$ cat config.mk
export PLATFORM = sky130hd
export DESIGN_NAME = radix_4_ntt_ctrl
export DESIGN_NICKNAME = d
export VERILOG_FILES = /design/src/rtl/radix_4_ntt_ctrl.sv
export SDC_FILE = /design/constraint.sdc
export NUM_CORES = 1
export LEC_CHECK = 0
export CAP_MARGIN = 20
export CELL_PAD_IN_SITES_DETAIL_PLACEMENT = 1
export CELL_PAD_IN_SITES_GLOBAL_PLACEMENT = 2
export CORE_ASPECT_RATIO = 1.4
export CORE_MARGIN = 5
export CORE_UTILIZATION = 26
export CTS_CLUSTER_DIAMETER = 50
export DETAILED_ROUTE_END_ITERATION = 8
export GPL_TIMING_DRIVEN = 0
export HOLD_SLACK_MARGIN = 0.1
export PLACE_DENSITY_LB_ADDON = 0.1
export RECOVER_POWER = 50
export SYNTH_ARGS = -nofsm -noshare
export SYNTH_HDL_FRONTEND = slang
export SYNTH_SLANG_ARGS = --single-unit
$ cat constraint.sdc
create_clock -name clk -period 2.3 [get_ports clk]
set_input_delay 0.23 -clock clk [delete_from_list [all_inputs] [get_ports clk]]
set_output_delay 0.23 -clock clk [all_outputs]
set_load 0.02 [all_outputs]
$ cat src/rtl/radix_4_ntt_ctrl.sv
// Sequencer for an in-place radix-4 DIT NTT of 4**STAGES points: one butterfly
// issued per cycle, matching write-back strobes and addresses LAT cycles later.
module radix_4_ntt_ctrl #(
   parameter int STAGES = 3,
   parameter int AW     = 6,
   parameter int SW     = 2,
   parameter int LAT    = 2
) (
   input  logic          clk,
   input  logic          rst_n,
   input  logic          start,
   input  logic          inverse,
   output logic          busy,
   output logic          done,
   output logic [SW-1:0] stage,
   output logic          rd_en,
   output logic [AW-1:0] rd_addr0,
   output logic [AW-1:0] rd_addr1,
   output logic [AW-1:0] rd_addr2,
   output logic [AW-1:0] rd_addr3,
   output logic [AW-1:0] tw_exp,
   output logic          tw_inv,
   output logic          wr_en,
   output logic [AW-1:0] wr_addr0,
   output logic [AW-1:0] wr_addr1,
   output logic [AW-1:0] wr_addr2,
   output logic [AW-1:0] wr_addr3
);

   localparam int KW = AW - 2;                      // LEN/4 butterflies per stage
   localparam int CW = (LAT > 1) ? $clog2(LAT) : 1;

   typedef enum logic [1:0] {IDLE, ISSUE, DRAIN, DONE} state_t;
   typedef logic [3:0][AW-1:0] quad_t;
   typedef struct packed {
      logic  en;
      quad_t addr;
   } wb_t;

   state_t          state_q;
   logic [KW-1:0]   k_q;
   logic [SW-1:0]   stage_q;
   logic [CW-1:0]   drain_q;
   logic            busy_q, done_q, rd_en_q, tw_inv_q;
   quad_t           rd_addr_q;
   logic [AW-1:0]   tw_exp_q;
   wb_t             pipe_q [LAT];

   // Address of the butterfly that the next edge will issue.
   logic [KW-1:0]   issue_k_d;
   logic [SW-1:0]   issue_s_d;
   logic [SW:0]     sh_d;
   logic [AW-1:0]   k_ext_d, mask_d, j_d, base_d, tw_exp_d;
   quad_t           rd_addr_d;

   always_comb begin
      // NOTE: every signal gets a default before any branch so no latch is inferred.
      issue_k_d = k_q + KW'(1);
      issue_s_d = stage_q;
      if (state_q == IDLE) begin
         issue_k_d = '0;
         issue_s_d = '0;
      end else if (state_q == DRAIN) begin
         issue_k_d = '0;
         issue_s_d = stage_q + SW'(1);
      end
      // span = 4**s: j is k mod span, and k/span*4*span is (k with j cleared) << 2.
      sh_d     = {issue_s_d, 1'b0};
      k_ext_d  = AW'(issue_k_d);
      mask_d   = (AW'(1) << sh_d) - AW'(1);
      j_d      = k_ext_d & mask_d;
      base_d   = ((k_ext_d & ~mask_d) << 2) | j_d;
      for (int i = 0; i < 4; i++) rd_addr_d[i] = base_d | (AW'(i) << sh_d);
      tw_exp_d = j_d << {SW'(STAGES - 1) - issue_s_d, 1'b0};
   end

   always_ff @(posedge clk) begin
      if (!rst_n) begin
         state_q   <= IDLE;
         k_q       <= '0;
         stage_q   <= '0;
         drain_q   <= '0;
         busy_q    <= 1'b0;
         done_q    <= 1'b0;
         rd_en_q   <= 1'b0;
         tw_inv_q  <= 1'b0;
         rd_addr_q <= '0;
         tw_exp_q  <= '0;
         // NOTE: the delay line is cleared too, so butterflies issued before a
         // reset can never produce a late write strobe.
         for (int i = 0; i < LAT; i++) pipe_q[i] <= '0;
      end else begin
         done_q    <= 1'b0;
         rd_en_q   <= 1'b0;
         pipe_q[0] <= {rd_en_q, rd_addr_q};
         for (int i = 1; i < LAT; i++) pipe_q[i] <= pipe_q[i-1];

         case (state_q)
            IDLE: if (start) begin
               state_q   <= ISSUE;
               tw_inv_q  <= inverse;
               stage_q   <= '0;
               k_q       <= '0;
               busy_q    <= 1'b1;
               rd_en_q   <= 1'b1;
               rd_addr_q <= rd_addr_d;
               tw_exp_q  <= tw_exp_d;
            end
            ISSUE: begin
               if (k_q == '1) begin
                  state_q <= DRAIN;
                  drain_q <= '0;
               end else begin
                  k_q       <= issue_k_d;
                  rd_en_q   <= 1'b1;
                  rd_addr_q <= rd_addr_d;
                  tw_exp_q  <= tw_exp_d;
               end
            end
            DRAIN: begin
               if (drain_q == CW'(LAT - 1)) begin
                  if (stage_q == SW'(STAGES - 1)) begin
                     state_q <= DONE;
                     done_q  <= 1'b1;
                  end else begin
                     state_q   <= ISSUE;
                     stage_q   <= issue_s_d;
                     k_q       <= '0;
                     rd_en_q   <= 1'b1;
                     rd_addr_q <= rd_addr_d;
                     tw_exp_q  <= tw_exp_d;
                  end
               end else begin
                  drain_q <= drain_q + CW'(1);
               end
            end
            DONE: begin
               state_q <= IDLE;
               busy_q  <= 1'b0;
            end
            default: state_q <= IDLE;
         endcase
      end
   end

   assign busy     = busy_q;
   assign done     = done_q;
   assign stage    = stage_q;
   assign rd_en    = rd_en_q;
   assign rd_addr0 = rd_addr_q[0];
   assign rd_addr1 = rd_addr_q[1];
   assign rd_addr2 = rd_addr_q[2];
   assign rd_addr3 = rd_addr_q[3];
   assign tw_exp   = tw_exp_q;
   assign tw_inv   = tw_inv_q;
   assign wr_en    = pipe_q[LAT-1].en;
   assign wr_addr0 = pipe_q[LAT-1].addr[0];
   assign wr_addr1 = pipe_q[LAT-1].addr[1];
   assign wr_addr2 = pipe_q[LAT-1].addr[2];
   assign wr_addr3 = pipe_q[LAT-1].addr[3];

endmodule

==> results of run 1 <==
[worst max-delay path, stage by stage (launching register included)]
cell and delay [ns]:
dfxtp_4 0.34, inv_2 0.06, ha_1 0.32, nor2b_4 0.15, mux2i_4 0.11, ha_4 0.19
or3b_4 0.39, or3_1 0.32, o41a_1 0.13, a21oi_1 0.14
[cell families after synthesis]
kind of cell,share of synthesized area (%)
compound gates,13.0
flops,46.7
simple gates,19.4
buf+inv,14.7
mux,2.92
xor+xnor,0.717
fa+ha+maj,2.56
[routing by layer]
layer  part of all wire (%)  up-vias  GRT usage, %
met4                    1.9        0          5.25
met2                     54       39          21.6
li1                       -      982             -
met5                      0        -             0
met3                    4.4        9          3.50
met1                     40      914          12.0
[per-stage QoR]
stage	setup WS, ns	area (um^2)	hold slack [ns]	setup TNS (ns)
floorplan	0.0129	2450	0.399	0
global placement	-0.330	3230	0.415	-2.69
detailed placement	-0.334	3230	0.420	-2.76
CTS	0.0280	3570	0.432	0
global route	-0.00401	3610	0.446	-0.00714
finish	0.0837	3610	0.429	0
[repair_timing]
item	CTS	global route
resized for setup	12	6
setup endpoints to repair	11	7
pin swaps	2	3
setup buffers	3	1
[layout make-up]
type / instances / area, um^2
clock inverter: 2 / 12.5
clock buffer: 14 / 264
multi-input combinational: 138 / 1010
buffer: 48 / 329
inverter: 8 / 33.8
fill: 1070 / 5750
tap: 110 / 138
timing repair buffer: 68 / 671
sequential: 57 / 1150
[power by group]
group	total, uW	switching, uW	internal, uW
Combinational	432	227	205
Sequential	1070	33.7	1040
Clock	1210	422	784
Total	2710	682	2030
[worst min-delay path by stage]
stage,start,endpoint,slack (ns),cells after the start
floorplan,inverse,tw_inv,0.40,2
global placement,pipe_q[0][18],pipe_q[0][43],0.42,1
detailed placement,pipe_q[0][7],pipe_q[0][32],0.42,1
CTS,pipe_q[0][19],pipe_q[0][44],0.43,1
global route,pipe_q[0][20],pipe_q[0][45],0.45,1
finish,pipe_q[0][22],pipe_q[0][47],0.43,1
[state kept, by name (all words and copies together), names as in the netlist, 2 cells and up]
signal,cells
k_q,4
rd_addr0,6
rd_addr1,3
state_q,2
rd_addr2,3
tw_exp,6
stage,2
pipe_q,26
[cells in the final DEF, fill, tap and decap left out, types with 3 or more instances in the layout]
master / n
inv_2: 3
a21oi_1: 5
and2_1: 26
and2_0: 5
dfxtp_1: 55
dlygate4sd3_1: 35
nor3b_1: 3
nand2b_1: 3
o2bb2ai_1: 3
o211a_1: 3
clkbuf_1: 9
nand3_1: 3
nor2_1: 3
a21boi_0: 5
o221a_2: 3
nand4_1: 4
clkdlybuf4s50_1: 29
nand2_1: 15
mux2i_1: 4
and3_1: 5
buf_4: 40
inv_1: 4
buf_2: 5
clkbuf_16: 9
nor2b_1: 4
o21ai_0: 9
ha_1: 3
==> run_results.csv, run 1 <==
group,metric,value,unit
cells_and_area,final_cells,445,
yosys,synth_edf_count,0,
floorplanning,row_count,42,
yosys,synth_area,2440,um^2
cells_and_area,drive_gt1_share,23.6,%
sta,layout_min_cycle_time,2.22,ns
critical_path,worstPathArrival,2.47,ns
yosys,syn_area_per_cell,9.74,um^2
grt,antenna_found_initial,0,
sta,fin_skew,0.00414,ns
clock_network,cts_sinks,57,
critical_path,r2r-start,"stage[0]",
grt,grt_max_degree,11,
clock_network,cts_buffers,9,
sta,slew_viol_final,0,
floorplanning,die_w,92.0,um
clock_network,cts-root-buf,"clkbuf_16",
critical_path,r2r_slack,0.08,ns
drt,wire_per_inst,14.5,um
critical_path,r2r-end,"tw_exp[4]",
yosys,synth_most_common_cell,"dfxtp_1",
sta,slew_headroom,65.9,%
run_status,status,"completed",
floorplanning,ioPinCount,65,
pwr,power,2710,uW
placement,globalplace.congestion,0.797,
grt,grt.overflow.total,0,
critical_path,cp-endpoint,"tw_exp[4]",
drt,via_count,1944,
yosys,yosys_warnings,0,
cells_and_area,diodes,0,
drt,antenna_left,0,
yosys,synth_area_leaders,"dfxtp_1 47%, buf_4 11%, and2_1 7.9%",
sta,period_share,96.4,%
sta,fmax,451,MHz
sta,setup_viol,0,
drt,vias_per_cell,4.37,
sta,tightest_slew,0.511,ns
critical_path,reg2reg_depth,9,
yosys,synth_ff_type,"dfxtp_1",
clock_network,cts_hold_buf,0,
floorplanning,dieArea,11500,um^2
yosys,ys_async_sr_fraction,0,%
yosys,ys_seq_elements,57,
clock_network,clk_pin_slew_worst_paths,0.05,ns
placement,portBuffers,64,
drt,post-route-drc-count,0,
placement,place_inst,425,
yosys,synth_seq_area_share,46.7,%
clock_network,tritoncts,"yes",
critical_path,worstSetupStartpointType,"flip-flop",
cells_and_area,nNetsFinal,339,
floorplanning,core_area,9350,um^2
critical_path,cp.required,2.55,ns
grt,track_usage,11.7,%
drt,drt_wl_total,6460,um
critical_path,critical_path_class,"reg -> reg",
clock_network,cts.htree.levels,3,
drt,drt_pass1_iterations,5,
pwr,powerDensity,752,nW/um^2
job,maxCapViolations,0,
yosys,netlist-cell-type-count,41,
yosys,syn_nets,260,
sta,hold_viol,0,
critical_path,path_max_fanout,5,
drt,drtIter0Drc,33,
pwr,p_leak,0.00155,uW
cells_and_area,fin_util,38.6,%
clock_network,clk_latency,0.32,ns
yosys,synthTopCellsByCount,"57 x dfxtp_1, 36 x buf_4, 31 x and2_1",
hold_path,holdCritPathClass,"reg -> reg",
floorplanning,die_h,125,um
yosys,synth_top_cell_by_area,"dfxtp_1",
yosys,netlist_instances,251,
cells_and_area,area_growth,47.5,%
grt,grt_pass1_wl,10400,um
placement,dp_hpwl,4870,um
clock_network,clockBufferDepth,2,
critical_path,crit_start,"stage[0]",
floorplanning,initial_core_util,26.1,%
critical_path,end_kind,"flip-flop",
grt,grt_pass1_vias,2009,
pwr,vdd_drop_max,0.000338,V
yosys,netlist.area_leader.share,46.7,%
No activity file was read; power rests on OpenSTA's default activity.
==> run 2: changes to the inputs <==
--- a/config.mk
+++ b/config.mk
@@ -8,11 +8,12 @@
 export CAP_MARGIN = 20
 export CELL_PAD_IN_SITES_DETAIL_PLACEMENT = 1
 export CELL_PAD_IN_SITES_GLOBAL_PLACEMENT = 2
-export CORE_ASPECT_RATIO = 1.4
+export CORE_ASPECT_RATIO = 1.5
 export CORE_MARGIN = 5
-export CORE_UTILIZATION = 26
+export CORE_UTILIZATION = 34
 export CTS_CLUSTER_DIAMETER = 50
 export DETAILED_ROUTE_END_ITERATION = 8
+export DONT_BUFFER_PORTS = 1
 export GPL_TIMING_DRIVEN = 0
 export HOLD_SLACK_MARGIN = 0.1
 export PLACE_DENSITY_LB_ADDON = 0.1
==> run_results.csv, run 2 (synthesis gave the netlist of run 1 again) <==
group,metric,value,unit
cells_and_area,final_common_cell,"dfxtp_1",
clock_network,cts-root-buf,"clkbuf_8",
placement,portBuffers,0,
hold_path,hp-start,"rst_n",
clock_network,clk_latency,0.34,ns
cells_and_area,fillers,814,
sta,grt_setup_unrepaired,"yes",
cells_and_area,regArea,1150,um^2
critical_path,critical_path_class,"reg -> reg",
placement,place_inst,331,
drt,post-route-drc-count,0,
clock_network,cts_sinks,57,
critical_path,r2r-end,"tw_exp[4]",
grt,grt_pass1_wl,9310,um
drt,drt_wl_total,6240,um
cells_and_area,multi_input_area,1050,um^2
pwr,p_leak,0.00115,uW
hold_path,hold_path_end,"tw_exp[2]",
cells_and_area,largest_reg_flops,26,
grt,antenna_found_initial,0,
critical_path,end_kind,"flip-flop",
cells_and_area,drive_gt1_share,26.6,%
critical_path,r2r-start,"stage[0]",
cells_and_area,area_growth,17.7,%
grt,track_usage,14.0,%
drt,drtIter0Drc,76,
grt,grt.overflow.total,0,
floorplanning,die_h,114,um
pwr,powerDensity,856,nW/um^2
drt,vias_per_cell,5.04,
sta,slew_viol_final,0,
floorplanning,ioPinCount,65,
sta,fmax,443,MHz
sta,period_share,98.1,%
critical_path,r2r_slack,0.04,ns
cells_and_area,top_register,"pipe_q",
floorplanning,initial_core_util,34.3,%
placement,globalplace.congestion,0.870,
grt,grt_pass1_vias,1724,
hold_path,holdCritPathClass,"in -> reg",
floorplanning,core_area,7130,um^2
critical_path,worstPathArrival,2.53,ns
critical_path,reg2reg_depth,9,
placement,dpl-instance-area,2550,um^2
hold_path,min_path_cells,2,
critical_path,cp.required,2.57,ns
job,maxCapViolations,0,
critical_path,path_max_fanout,7,
sta,tightest_slew,0.549,ns
drt,drt_pass1_iterations,5,
sta,hold_viol,0,
run_status,status,"completed",
clock_network,clockBufferDepth,2,
drt,antenna_left,0,
floorplanning,row_count,38,
cells_and_area,final_cell_mix,"55 x dfxtp_1, 25 x clkbuf_1, 24 x buf_4",
cells_and_area,diodes,0,
grt,grt_max_degree,11,
cells_and_area,final_area,2880,um^2
sta,fin_skew,0.00768,ns
clock_network,cts_buffers,9,
floorplanning,die_w,79.2,um
floorplanning,dieArea,9020,um^2
sta,setup_viol,0,
clock_network,tritoncts,"yes",
cells_and_area,final_cells,354,
sta,slew_headroom,63.1,%
cells_and_area,nNetsFinal,278,
clock_network,cts.htree.levels,3,
pwr,vdd_drop_max,0.000348,V
critical_path,worstSetupStartpointType,"flip-flop",
placement,dp_hpwl,4430,um
sta,layout_min_cycle_time,2.26,ns
clock_network,clk_pin_slew_worst_paths,0.07,ns
drt,via_count,1783,
drt,wire_per_inst,17.6,um
critical_path,crit_start,"stage[0]",
-- run 2: where the power goes --
group	internal [uW]	switching, uW
clock network	638	407
logic	126	183
registers	1040	72.8
-- run 2: worst max path at each step --
stage	endpoint	slack [ns]	cells past startpoint
after floorplan	tw_exp[4]	0.01	9
after global placement	tw_exp[5]	-0.44	11
after detailed placement	rd_addr2[3]	-0.49	11
after CTS	tw_exp[4]	0.02	9
after global routing	tw_exp[4]	-0.007	9
final	tw_exp[4]	0.04	9
-- run 2: worst max-delay path, cell delays in order (launching register included) --
cell and delay, ns:
dfxtp_4 0.45, inv_6 0.06, ha_4 0.24, nor2b_4 0.14, mux2i_4 0.11, ha_4 0.20, or3b_4 0.39, or3_1 0.32
o41a_1 0.15, a21oi_1 0.13
-- run 2: final cells by class --
cell class / count / area share (%)
sequential: 57 / 39.8
tap: 80 / 3.48
inverter: 8 / 1.35
buffer: 48 / 9.09
multi-input combinational: 138 / 36.7
timing repair buffer: 7 / 1.91
clock inverter: 5 / 2.74
clock buffer: 11 / 4.92
-- run 2: timing repair --
| item | CTS | global route |
|---|---|---|
| pin swaps | 4 | 2 |
| setup buffers | 2 | 4 |
| hold buffers | 1 | 0 |
| hold endpoints to repair | 1 | 0 |
| resized for setup | 20 | 8 |
| endpoints found under the setup margin | 12 | 8 |
-- run 2: metal layers --
| metal | up-vias | wire length (um) | track usage (%) |
|---|---|---|---|
| met5 | - | 0 | 0 |
| met4 | 0 | 121 | 6.42 |
| met3 | 9 | 330 | 5.21 |
| met2 | 58 | 3270 | 24.1 |
| met1 | 864 | 2510 | 15.1 |
| li1 | 852 | - | - |
-- run 2: per-stage QoR --
| step | hold WS [ns] | util [%] | setup TNS [ns] | power, uW | worst slack (ns) |
|---|---|---|---|---|---|
| after floorplan | 0.399 | - | 0 | 1340 | 0.0129 |
| after global placement | 0.411 | 35.7 | -3.78 | 1420 | -0.441 |
| after detailed placement | 0.415 | 35.7 | -4.16 | 1420 | -0.488 |
| after CTS | 0.118 | 40.5 | 0 | 2500 | 0.0156 |
| after global routing | 0.142 | 40.3 | -0.00681 | 2590 | -0.00681 |
| final | 0.133 | 40.3 | 0 | 2460 | 0.0447 |
